File: src/rtl/motion_sequencer_pkg.sv
// motion_pkg: shared encodings for the motion sequencer.
//   - command opcodes (cmd_op)
//   - heading encodings (ori)
//   - FSM state enum
//   - heading rotation helpers turn_left / turn_right
package motion_pkg;

    localparam logic [1:0] OP_FWD   = 2'b00;
    localparam logic [1:0] OP_LEFT  = 2'b01;
    localparam logic [1:0] OP_RIGHT = 2'b10;
    localparam logic [1:0] OP_STOP  = 2'b11;

    localparam logic [1:0] ORI_PY = 2'b00;
    localparam logic [1:0] ORI_PX = 2'b01;
    localparam logic [1:0] ORI_NX = 2'b10;
    localparam logic [1:0] ORI_NY = 2'b11;

    typedef enum logic [1:0] {
        ST_IDLE = 2'd0,
        ST_FWD  = 2'd1,
        ST_TURN = 2'd2,
        ST_DONE = 2'd3
    } state_e;

    // Clockwise: +Y -> +X -> -Y -> -X -> +Y
    function automatic logic [1:0] turn_right(input logic [1:0] o);
        case (o)
            ORI_PY:  return ORI_PX;
            ORI_PX:  return ORI_NY;
            ORI_NY:  return ORI_NX;
            default: return ORI_PY;
        endcase
    endfunction

    // Counter-clockwise: +Y -> -X -> -Y -> +X -> +Y
    function automatic logic [1:0] turn_left(input logic [1:0] o);
        case (o)
            ORI_PY:  return ORI_NX;
            ORI_NX:  return ORI_NY;
            ORI_NY:  return ORI_PX;
            default: return ORI_PY;
        endcase
    endfunction

endpackage

File: src/rtl/motion_sequencer_tick_sync.sv
// tick_sync: brings the asynchronous encoder pulse into the clk domain
// through two flops and emits a registered one-cycle pulse on each rising
// edge. A tick edge shows up on tick_evt_o three clk cycles later.
//   clk, rst    : clock, synchronous active-high reset
//   tick_i      : raw encoder pulse (asynchronous)
//   tick_evt_o  : one-cycle rising-edge event
module tick_sync (
    input  logic clk,
    input  logic rst,
    input  logic tick_i,
    output logic tick_evt_o
);

    logic sync1_q, sync2_q, prev_q, evt_q;

    always_ff @(posedge clk) begin
        if (rst) begin
            sync1_q <= 1'b0;
            sync2_q <= 1'b0;
            prev_q  <= 1'b0;
            evt_q   <= 1'b0;
        end else begin
            sync1_q <= tick_i;
            sync2_q <= sync1_q;
            prev_q  <= sync2_q;
            evt_q   <= sync2_q & ~prev_q;
        end
    end

    assign tick_evt_o = evt_q;

endmodule

File: src/rtl/motion_sequencer.sv
// motion_sequencer: command-driven drive/steer sequencer with encoder-based
// step closure, heading and saturating decimetre-grid position tracking,
// and a sticky no-tick watchdog.
//   clk, rst              : clock, synchronous active-high reset
//   cmd_valid/cmd_ready   : command handshake (ready only in IDLE, no fault)
//   cmd_op, cmd_arg       : opcode and FWD distance in dm
//   abort                 : abandon the running FWD/TURN command
//   tick                  : raw encoder pulse (asynchronous)
//   drive_en, turning     : motor / steering enables
//   turn_dir              : 0 left, 1 right (valid while turning)
//   ori, pos_x, pos_y     : heading and grid position
//   done                  : one-cycle completion/abort pulse
//   fault                 : sticky watchdog fault
module motion_sequencer
    import motion_pkg::*;
#(
    parameter int TICKS_PER_DM   = 10,
    parameter int TICKS_PER_TURN = 24,
    parameter int POS_W          = 16,
    parameter int WDOG_CYC       = 50_000_000,
    parameter int X0             = 0,
    parameter int Y0             = 38
) (
    input  logic             clk,
    input  logic             rst,
    input  logic             cmd_valid,
    output logic             cmd_ready,
    input  logic [1:0]       cmd_op,
    input  logic [7:0]       cmd_arg,
    input  logic             abort,
    input  logic             tick,
    output logic             drive_en,
    output logic             turning,
    output logic             turn_dir,
    output logic [1:0]       ori,
    output logic [POS_W-1:0] pos_x,
    output logic [POS_W-1:0] pos_y,
    output logic             done,
    output logic             fault
);

    localparam int CNT_MAX = (TICKS_PER_DM > TICKS_PER_TURN) ? TICKS_PER_DM : TICKS_PER_TURN;
    localparam int CNT_W   = $clog2(CNT_MAX + 1);
    localparam int WD_W    = $clog2(WDOG_CYC + 1);

    logic tick_evt;

    tick_sync u_tick_sync (
        .clk        (clk),
        .rst        (rst),
        .tick_i     (tick),
        .tick_evt_o (tick_evt)
    );

    state_e           state_q, state_d;
    logic [CNT_W-1:0] tcnt_q, tcnt_d;
    logic [WD_W-1:0]  wdog_q, wdog_d;
    logic [7:0]       rem_q, rem_d;
    logic [1:0]       ori_q, ori_d;
    logic [POS_W-1:0] px_q, px_d, py_q, py_d;
    logic [POS_W-1:0] step_x, step_y;
    logic             ready_q, ready_d;
    logic             drive_q, drive_d;
    logic             turn_q, turn_d;
    logic             dir_q, dir_d;
    logic             done_q, done_d;
    logic             fault_q, fault_d;

    // Position one dm ahead along the current heading, clamped at both ends.
    always_comb begin
        step_x = px_q;
        step_y = py_q;
        case (ori_q)
            ORI_PY:  if (py_q != '1) step_y = py_q + 1'b1;
            ORI_NY:  if (py_q != '0) step_y = py_q - 1'b1;
            ORI_PX:  if (px_q != '1) step_x = px_q + 1'b1;
            default: if (px_q != '0) step_x = px_q - 1'b1;
        endcase
    end

    always_comb begin
        state_d = state_q;
        tcnt_d  = tcnt_q;
        wdog_d  = wdog_q;
        rem_d   = rem_q;
        ori_d   = ori_q;
        px_d    = px_q;
        py_d    = py_q;
        ready_d = ready_q;
        drive_d = drive_q;
        turn_d  = turn_q;
        dir_d   = dir_q;
        done_d  = 1'b0;
        fault_d = fault_q;

        case (state_q)
            ST_IDLE: begin
                if (cmd_valid && ready_q) begin
                    ready_d = 1'b0;
                    tcnt_d  = '0;
                    wdog_d  = '0;
                    rem_d   = cmd_arg;
                    case (cmd_op)
                        OP_FWD: begin
                            if (cmd_arg != 8'd0) begin
                                state_d = ST_FWD;
                                drive_d = 1'b1;
                            end else begin
                                state_d = ST_DONE;
                                done_d  = 1'b1;
                            end
                        end
                        OP_LEFT, OP_RIGHT: begin
                            state_d = ST_TURN;
                            turn_d  = 1'b1;
                            dir_d   = (cmd_op == OP_RIGHT);
                        end
                        default: begin
                            state_d = ST_DONE;
                            done_d  = 1'b1;
                        end
                    endcase
                end
            end

            // abort has priority over a same-cycle tick_evt
            ST_FWD: begin
                if (abort) begin
                    state_d = ST_DONE;
                    done_d  = 1'b1;
                    drive_d = 1'b0;
                    tcnt_d  = '0;
                end else if (tick_evt) begin
                    wdog_d = '0;
                    if (tcnt_q == CNT_W'(TICKS_PER_DM - 1)) begin
                        tcnt_d = '0;
                        px_d   = step_x;
                        py_d   = step_y;
                        rem_d  = rem_q - 8'd1;
                        if (rem_q == 8'd1) begin
                            state_d = ST_DONE;
                            done_d  = 1'b1;
                            drive_d = 1'b0;
                        end
                    end else begin
                        tcnt_d = tcnt_q + 1'b1;
                    end
                end else if (wdog_q == WD_W'(WDOG_CYC - 1)) begin
                    fault_d = 1'b1;
                    state_d = ST_DONE;
                    done_d  = 1'b1;
                    drive_d = 1'b0;
                    tcnt_d  = '0;
                end else begin
                    wdog_d = wdog_q + 1'b1;
                end
            end

            ST_TURN: begin
                if (abort) begin
                    state_d = ST_DONE;
                    done_d  = 1'b1;
                    turn_d  = 1'b0;
                    tcnt_d  = '0;
                end else if (tick_evt) begin
                    wdog_d = '0;
                    if (tcnt_q == CNT_W'(TICKS_PER_TURN - 1)) begin
                        tcnt_d  = '0;
                        ori_d   = dir_q ? turn_right(ori_q) : turn_left(ori_q);
                        state_d = ST_DONE;
                        done_d  = 1'b1;
                        turn_d  = 1'b0;
                    end else begin
                        tcnt_d = tcnt_q + 1'b1;
                    end
                end else if (wdog_q == WD_W'(WDOG_CYC - 1)) begin
                    fault_d = 1'b1;
                    state_d = ST_DONE;
                    done_d  = 1'b1;
                    turn_d  = 1'b0;
                    tcnt_d  = '0;
                end else begin
                    wdog_d = wdog_q + 1'b1;
                end
            end

            default: begin
                state_d = ST_IDLE;
                tcnt_d  = '0;
                ready_d = ~fault_q;
            end
        endcase
    end

    always_ff @(posedge clk) begin
        if (rst) begin
            state_q <= ST_IDLE;
            tcnt_q  <= '0;
            wdog_q  <= '0;
            rem_q   <= '0;
            ori_q   <= ORI_PY;
            px_q    <= POS_W'(X0);
            py_q    <= POS_W'(Y0);
            ready_q <= 1'b1;
            drive_q <= 1'b0;
            turn_q  <= 1'b0;
            dir_q   <= 1'b0;
            done_q  <= 1'b0;
            fault_q <= 1'b0;
        end else begin
            state_q <= state_d;
            tcnt_q  <= tcnt_d;
            wdog_q  <= wdog_d;
            rem_q   <= rem_d;
            ori_q   <= ori_d;
            px_q    <= px_d;
            py_q    <= py_d;
            ready_q <= ready_d;
            drive_q <= drive_d;
            turn_q  <= turn_d;
            dir_q   <= dir_d;
            done_q  <= done_d;
            fault_q <= fault_d;
        end
    end

    assign cmd_ready = ready_q;
    assign drive_en  = drive_q;
    assign turning   = turn_q;
    assign turn_dir  = dir_q;
    assign ori       = ori_q;
    assign pos_x     = px_q;
    assign pos_y     = py_q;
    assign done      = done_q;
    assign fault     = fault_q;

endmodule

File: config.mk
export PLATFORM = sky130hd
export DESIGN_NAME = motion_sequencer
export DESIGN_NICKNAME = d
export VERILOG_FILES = /design/src/rtl/motion_sequencer_pkg.sv /design/src/rtl/motion_sequencer_tick_sync.sv /design/src/rtl/motion_sequencer.sv
export SDC_FILE = /design/constraint.sdc
export NUM_CORES = 1
export LEC_CHECK = 0
export CAP_MARGIN = 20
export CORE_UTILIZATION = 64
export DETAILED_ROUTE_END_ITERATION = 10
export PLACE_DENSITY = 0.93
export SYNTH_ARGS = -nofsm -noshare
export SYNTH_HDL_FRONTEND = slang
export SYNTH_SLANG_ARGS = --single-unit
File: constraint.sdc
create_clock -name clk -period 9.8 [get_ports clk]
set_input_delay 1.96 -clock clk [delete_from_list [all_inputs] [get_ports clk]]
set_output_delay 1.96 -clock clk [all_outputs]
set_load 0.01 [all_outputs]
# After elaboration in Yosys (flattened, before gate mapping)
# Cells that the tools add are included.
[word_totals]
register_bits = 85
wordCells = 156
[classes]
n_addsub = 7
n_eq_ne = 30
mux = 69
bitwise = 7
n_reduce_logical = 26
[op_table]
columns = ["op", "n"]
rows = [
  ["2-to-1 mux 26 bit", 4],
  ["2-to-1 mux 16 bit", 4],
  ["case mux 16 bit (2 select lines)", 2],
  ["case mux 26 bit (2 select lines)", 1],
  ["2-to-1 mux 5 bit", 8],
  ["adder 16 x 1 -> 16 bit, second input constant", 2],
  ["2-to-1 mux 8 bit", 4],
  ["inequality test 16 bit, second input constant", 2],
  ["nonzero test 16 bit", 2],
  ["subtractor 16 x 1 -> 16 bit, second input constant", 2],
  ["adder 26 x 1 -> 26 bit, second input constant", 1],
  ["== test 26 bit, second input constant", 1],
  ["2-to-1 mux 1 bit", 24],
  ["2-to-1 mux 2 bit", 11],
  ["AND reduction 7 bit", 3],
  ["case mux 2 bit (3 select lines)", 3],
  ["inequality test 2 bit, second input constant", 8],
  ["case mux 8 bit (2 select lines)", 1],
  ["AND reduction 4 bit", 4],
  ["case mux 5 bit (3 select lines)", 1],
  ["inequality test 4 bit, second input constant", 3],
  ["AND reduction 5 bit", 2],
  ["nonzero test 2 bit", 5],
  ["== test 2 bit, second input constant", 4],
  ["other kinds (20)", 37],
]

# Logic depth before layout (Yosys ltp)
# Gate-level depths: netlist of the first run.
[logic_depth]
depth_word = 6
depth_mapped = 12

# By module
# A second synthesis of the first run with hierarchy kept.
[unflattened]
cells_unflattened = 782
area_unflattened_um2 = 5988.2
[by_module_without_submodules]
columns = ["mod", "instances", "cells_per_inst", "area_each_um2"]
rows = [
  ["motion_sequencer", 1, 774, 5876.9],
  ["tick_sync", 1, 8, 111.4],
]

# Worst setup path after synthesis of the first run
# OpenSTA, ideal clock, no wires.
[synth_timing]
path_type = "input port to flip-flop"
startpoint = "input abort"
endpoint = "register py_q[12], in the netlist pos_y[12]"
setup_ns = 0.121
arrival_ns = 3.430
required_time_ns = 9.679
setup_slack_ns = 6.249
stages = 7
path_buffers = 1
cell_sequence = "nor2b_1 > and3_4 > o21ai_0 > or2_1 > buf_6 > a211oi_1 > mux2_2"
[synth_via]
elab_chain_cells = 2
[synth_lines]
columns = ["item", "line_no", "rtl"]
rows = [
  ["from (decl)", "motion_sequencer.sv:30", "input logic abort,"],
  ["NOT 1 bit (no source line)", "-", ""],
  ["AND reduction 7 bit (no source line)", "-", ""],
  ["to (signal assigned)", "motion_sequencer.sv:203", "py_q <= POS_W'(Y0);"],
  ["to (signal assigned)", "motion_sequencer.sv:217", "py_q <= py_d;"],
  ["to (decl)", "motion_sequencer.sv:60", "logic [POS_W-1:0] px_q, px_d, py_q, py_d;"],
]
# No other way between the ends.
# A chain may end at the register's enable or synchronous reset.

# Final worst setup path of the first run
[layout_timing]
startpoint = "input abort"
endpoint = "register py_q[11], in the netlist pos_y[11]"
# The elaborated chain is that of the path after synthesis.

==> results of run 1 <==
## final cells by class
cell class | count | area [um2]
Clock buffer | 10 | 138
Clock inverter | 6 | 46.3
Fill cell | 724 | 2440
Inverter | 34 | 128
Multi-Input combinational cell | 634 | 4150
Sequential cell | 85 | 1700
Tap cell | 129 | 161
Timing Repair Buffer | 58 | 569
## critical path: stages
cell             delay [ps]
clkdlybuf4s50_1         480
nor2b_1                 300
and3_4                  270
o21ai_0                  80
buf_4                   230
or2_1                   380
o32ai_1                 330
mux2_2                  360
## power by group through the flow
stage | Combinational, uW | Sequential [uW] | Clock (uW)
2_1_floorplan | 265 | 402 | 0
3_3_place_gp | 326 | 404 | 0
3_5_place_dp | 338 | 408 | 0
4_1_cts | 340 | 400 | 242
5_1_grt | 382 | 405 | 258
6_report | 345 | 401 | 240
## path summary, 6_finish.rpt
| check | startpoint | slack [ps] | depth (start not counted) | to |
|---|---|---|---|---|
| max | abort | 5650 | 8 | pos_y[11] |
| min | u_tick_sync.prev_q | 400 | 1 | u_tick_sync.tick_evt_o |
| max reg2reg | ori[1] | 6430 | 10 | pos_y[10] |
| min reg2reg | u_tick_sync.prev_q | 400 | 1 | u_tick_sync.tick_evt_o |
## per-layer routing
layer,share of wire,GRT usage,vias to the layer above
li1,-,-,3010
met1,0.42,0.413,2950
met2,0.48,0.528,335
met3,0.077,0.0522,48
met4,0.028,0.152,0
met5,0,0,-
## cell usage after synthesis (all sizes together) (6+ instances only)
| cell type | instances |
|---|---|
| nand2 | 70 |
| nand2b | 17 |
| o21ai | 40 |
| or4 | 10 |
| xnor2 | 21 |
| nor3b | 6 |
| o211ai | 8 |
| ha | 33 |
| nor3 | 24 |
| or2 | 10 |
| a21o | 9 |
| nand3 | 27 |
| a21oi | 51 |
| buf | 14 |
| nor4 | 16 |
| a211o | 6 |
| and3 | 9 |
| xor2 | 7 |
| inv | 34 |
| mux2i | 6 |
| nand4 | 19 |
| a31oi | 7 |
| nor2b | 23 |
| mux2 | 8 |
| nor2 | 76 |
| dfxtp | 85 |
| o22ai | 13 |
| a211oi | 14 |
| clkbuf | 33 |
| or3 | 13 |
## flip-flops by register name, summed over array words and instances (netlist names), 2 cells and up
| signal | cells |
|---|---|
| ori | 2 |
| pos_x | 16 |
| state_q | 2 |
| wdog_q | 26 |
| pos_y | 16 |
| rem_q | 8 |
| tcnt_q | 5 |
## kinds of logic (layout without fill, tap and decap cells)
group | Yosys count | count (layout) | synth area share
mux | 14 | 14 | 0.0242
simple gates | 343 | 343 | 0.293
fa+ha+maj | 34 | 34 | 0.0699
flops | 85 | 85 | 0.275
buf+inv | 81 | 108 | 0.0565
xor+xnor | 28 | 28 | 0.0396
compound gates | 215 | 215 | 0.242
## metrics by stage
stage | hold WS, ps | util | setup slack (ps) | area (um2)
final | 402 | 0.739 | 5650 | 6890
after global routing | 418 | 0.739 | 5500 | 6890
after CTS | 401 | 0.737 | 5710 | 6880
after detailed placement | 380 | 0.718 | 5330 | 6690
after global placement | 377 | 0.718 | 5390 | 6690
after floorplan | 367 | - | 6250 | 6200
==> results.md, run 1 <==
- Initial antenna violation count: 0
- Detailed placement HPWL: about 11,000 um
- Clock Latency Late Sink: around 370 ps
- Final ANT Viol Nets: 0
- Postcts setup bufs: 0
- Combinational cell fraction of total power: 0.350
- Die area: about 10,000 um2
- Routability congestion estimate: 0.967
- TritonCTS clock tree: done
- Max-slew headroom: 0.410
- RSZ-0062 raised after global routing: no
- H-Tree Depth: 3
- Highest Clock Rate: approximately 0.24 GHz
- DRT iter0 DRCs: around 510
- Synth top area share: 0.275
- CP Class: in -> reg
- Fin crit share: 0.423
- Area leader, netlist: dfxtp_1
- Routed vias: around 6,300
- Antenna cells: 0
- Vias in the first global route: slightly below 6,000
- # nets final: between 800 and 900
- Share of post-route cells with drive strength above 1: 0.0641
- Pwr Total: about 990 uW
- Slew @ Worst Pin: ~900 ps
- Synthesis-stage register bit count: between 80 and 90
- Min cycle time layout: just over 4000 ps
- Critical path endpoint category: flip-flop
- Pwr Density: approximately 140 nW/um2
- Initial Utilization: 0.664
- Placed cells: about 940
- Num CTS Buffers: 9
- Die height: 100 um
- Final routed DRC violation total: 0
- Port bufs: 54
- HP Class: reg -> reg
- Critical Path AT: roughly 4400 ps
- Synthesized area: between 6000 and 7000 um2
- Reg clk slew, reported paths: approximately 90 ps
- Static Leakage: around 0.0024 uW
- Seq/Total Area, Yosys: 0.275
- Endpoints failing setup: 0
- Max FO, Critical Path: 13
- Mapped Nets: 849
- Main flop type after synthesis: dfxtp_1
- Fraction of power consumed by sequential logic: 0.407
- Clock Skew: roughly 12 ps
- Row count: 35
- CTS Hold Bufs: 0
- Cell Count, Final, Fillers Out: 956
- Global-route wire length before repair: approximately 27,000 um
- CTS sink cnt: 85
- Commonest non-fill, non-tap cells in the layout: 85 x dfxtp_1, 76 x nor2_1, 70 x nand2_1
- P_sw: around 390 uW
- Final WL: 15,900 um
- Post-Syn Instances: 800
- Max rail drop VDD: around 0.18 mV
- Core Footprint: approximately 9300 um2
- Pint: around 600 uW
- Switching Fraction: 0.393
- Clock network fraction of total power: 0.243
- Clk root buf: clkbuf_8
- Setup crit start kind: primary input
- EDFF count, synth: 0
- MaxCap Viol Count: 0
- Clock buffer depth: 2
- Top post-synthesis cells by area: dfxtp_1 27%, ha_1 6.7%, nor2_1 4.6%
- Pin count of the biggest net entering global routing: 75
- Yosys Warn Count: 0
- Netlist cell types: between 80 and 90
- # IOs: 55
- Final Hold Viols: 0
- Mean post-synth cell area: a little under 8 um2
- Vias/cell: roughly 6.6
- Req. time, crit path: ~10,000 ps
- Area Overhead vs Synth: 11.2%
- Status: completed
- Fraction of registers with async set/reset: 0
- GR Overflow Total: 0
- Max Slew Vio Count: 0
- DR pass1 iterations: 5
- Chip width: ~100 um
- Most common cell after layout, fill and taps aside: dfxtp_1
- Routed len/inst: 16.6 um
- Setup_tns: 0 ps
- Total GRT Usage: 0.322
- Post_cts resized: 0
(Power assumes the default switching activity.)
==> run 2: changes to the inputs <==
--- a/config.mk
+++ b/config.mk
@@ -6,9 +6,9 @@
 export NUM_CORES = 1
 export LEC_CHECK = 0
 export CAP_MARGIN = 20
-export CORE_UTILIZATION = 64
+export CORE_UTILIZATION = 53
 export DETAILED_ROUTE_END_ITERATION = 10
-export PLACE_DENSITY = 0.93
+export PLACE_DENSITY = 0.83
 export SYNTH_ARGS = -nofsm -noshare
 export SYNTH_HDL_FRONTEND = slang
 export SYNTH_SLANG_ARGS = --single-unit
==> constraint.sdc (replaced) <==
create_clock -name clk -period 3.7 [get_ports clk]
set_input_delay 0.74 -clock clk [delete_from_list [all_inputs] [get_ports clk]]
set_output_delay 0.74 -clock clk [all_outputs]
set_load 0.01 [all_outputs]
==> run 2 against run 1 <==
  * Global-route usage fell by 5.9 points
  * Register-to-register slack got worse by 5900 ps
  * Via count down 5.0%
  * Critical endpoint is now pos_x[15]
  * Highest routed layer unchanged
  * Total power rose to 3.0 times the previous value
  * Design area rose by 2.4%
  * Setup slack got worse by 5100 ps
  * Clock power rose to 3.9 times the previous value
  * Sequential cell count unchanged
  * Sequential power increased to 2.6 times the previous value
  * First-iteration DRC count is 17% lower
==> results.md, run 2 (synthesis gave the netlist of run 1 again) <==
- Routed len/inst: approximately 16 um
- Commonest non-fill, non-tap cells in the layout: 85 x dfxtp_1, 76 x nor2_1, 70 x nand2_1
- Req. time, crit path: 3980 ps
- Clock Latency Late Sink: between 300 and 400 ps
- Antenna cells: 0
- Setup WS pre-CTS: 565 ps
- # fillers: between 1,000 and 1,500
- H-Tree Depth: 3
- Vias in the first global route: 5,448
- Final Util: 0.618
- Area Overhead vs Synth: 13.8%
- Num CTS Buffers: 9
- Clk root buf: clkbuf_16
- Share of post-route cells with drive strength above 1: 0.0686
- Reg clk slew, reported paths: roughly 70 ps
- CTS sink cnt: 85
- Most common cell after layout, fill and taps aside: dfxtp_1
- Top delay family on crit path: adder cells
- Postcts setup bufs: 0
- CP Class: reg -> reg
- # IOs: between 50 and 60
- Cell Chain, Critical Path: ha_1 > inv_1 > ha_1 > a21oi_1 > o22ai_1 > o221ai_1 > and3_1 > or4_1 > a21oi_1
- Worst Path Buf+Inv: 1
- CTS Hold Bufs: 0
- Biggest register: wdog_q
- Final Hold Viols: 0
- Hold_ws: 385 ps
- Die height: about 110 um
- Initial antenna violation count: 0
- Highest Clock Rate: approximately 0.32 GHz
- MaxCap Viol Count: 0
- Routed vias: roughly 6,000
- DRT iter0 DRCs: around 430
- Slew @ Worst Pin: approximately 950 ps
- Endpoints failing setup: 0
- TritonCTS clock tree: done
- Global-route wire length before repair: between 20,000 and 30,000 um
- Fin crit share: 0.856
- Critical path endpoint category: flip-flop
- Number of flip-flops under the largest register name: 26
- Max stage delay on crit path: between 400 and 500 ps
- Max-slew headroom: 0.359
- Critical path's slowest cell: ha_1
- Post_cts resized: 0
- Register area: ~1700 um2
- Setup_tns: 0 ps
- Status: completed
- Area of the multi-input gates: ~4100 um2
- Min cycle time layout: roughly 3200 ps
- Port bufs: 54
- Total GRT Usage: 0.263
- Vias/cell: slightly above 6
- Routability congestion estimate: about 0.89
- PnR worst setup slack: between 500 and 600 ps
- Pwr Density: between 400 and 500 nW/um2
- HP Class: reg -> reg
- Max FO, Critical Path: 14
- Clock buffer depth: 2
- RSZ-0062 raised after global routing: no
- Clock Skew: between 6 and 7 ps
- Static Leakage: 0.00251 uW
- Initial Utilization: 0.543
- Die area: between 10,000 and 15,000 um2
- Max rail drop VDD: 0.624 mV
- Core Footprint: 11,400 um2
- Chip width: 110 um
- Row count: 39
- Setup crit start kind: flip-flop
- # nets final: ~880
- Final routed DRC violation total: 0
- DR pass1 iterations: 4
- Final ANT Viol Nets: 0
- GR Overflow Total: 0
- Critical Path AT: around 3500 ps
- Final WL: 15,300 um
- Max Slew Vio Count: 0
- Detailed placement HPWL: between 10,000 and 15,000 um
- Pin count of the biggest net entering global routing: 46
==> run 2: worst paths after layout <==
| path | slack, ps | endpoint | startpoint | depth (start not counted) |
|---|---|---|---|---|
| worst max-delay path | 530 | pos_x[15] | ori[0] | 9 |
| worst min-delay path | 380 | u_tick_sync.tick_evt_o | u_tick_sync.prev_q | 1 |
| worst max register to register | 530 | pos_x[15] | ori[0] | 9 |
| worst min register to register | 380 | u_tick_sync.tick_evt_o | u_tick_sync.prev_q | 1 |
==> run 2: final cells by class <==
| type | instances | area share |
|---|---|---|
| multi-input combinational | 634 | 0.588 |
| sequential | 85 | 0.241 |
| timing repair buffer | 62 | 0.0844 |
| clock buffer | 9 | 0.0319 |
| tap | 143 | 0.0254 |
| inverter | 34 | 0.0181 |
| clock inverter | 7 | 0.0114 |
==> run 2: per-stage QoR <==
stage	instances	power (uW)	cell area (um2)
after global placement	958	1970	6750
after global routing	974	3100	7050
after floorplan	800	1770	6200
after CTS	974	2940	7050
final	974	2930	7050
after detailed placement	958	1990	6750
==> run 2: power by group <==
group          leakage, uW  internal (uW)  switching [uW]
registers         0.000688            988            71.4
logic              0.00168            348             579
clock network     0.000148            533             415
==> run 2: worst register-to-register path, stage by stage (launching register included) <==
cell and delay [ps]:
dfxtp_1 460, ha_1 360, inv_1 320, ha_1 490, a21oi_1 120, o22ai_1 330, o221ai_1 210, and3_1 210
or4_1 460, a21oi_1 140
==> run 2: layer usage <==
metal / up-vias / global-route usage / part of all wire
met5: - / 0 / 0
met4: 0 / 0.0799 / 0.015
met3: 21 / 0.0547 / 0.051
met2: 161 / 0.437 / 0.46
met1: 2834 / 0.342 / 0.47
li1: 3011 / - / -
==> run 3: changes to the inputs <==
--- a/config.mk
+++ b/config.mk
@@ -7,6 +7,7 @@
 export LEC_CHECK = 0
 export CAP_MARGIN = 20
 export CORE_UTILIZATION = 53
+export CTS_BUF_LIST = sky130_fd_sc_hd__clkbuf_8 sky130_fd_sc_hd__clkbuf_16
 export DETAILED_ROUTE_END_ITERATION = 10
 export PLACE_DENSITY = 0.83
 export SYNTH_ARGS = -nofsm -noshare
==> results of run 3 <==
Final layout, timing and power as in run 2 (identical DEF).
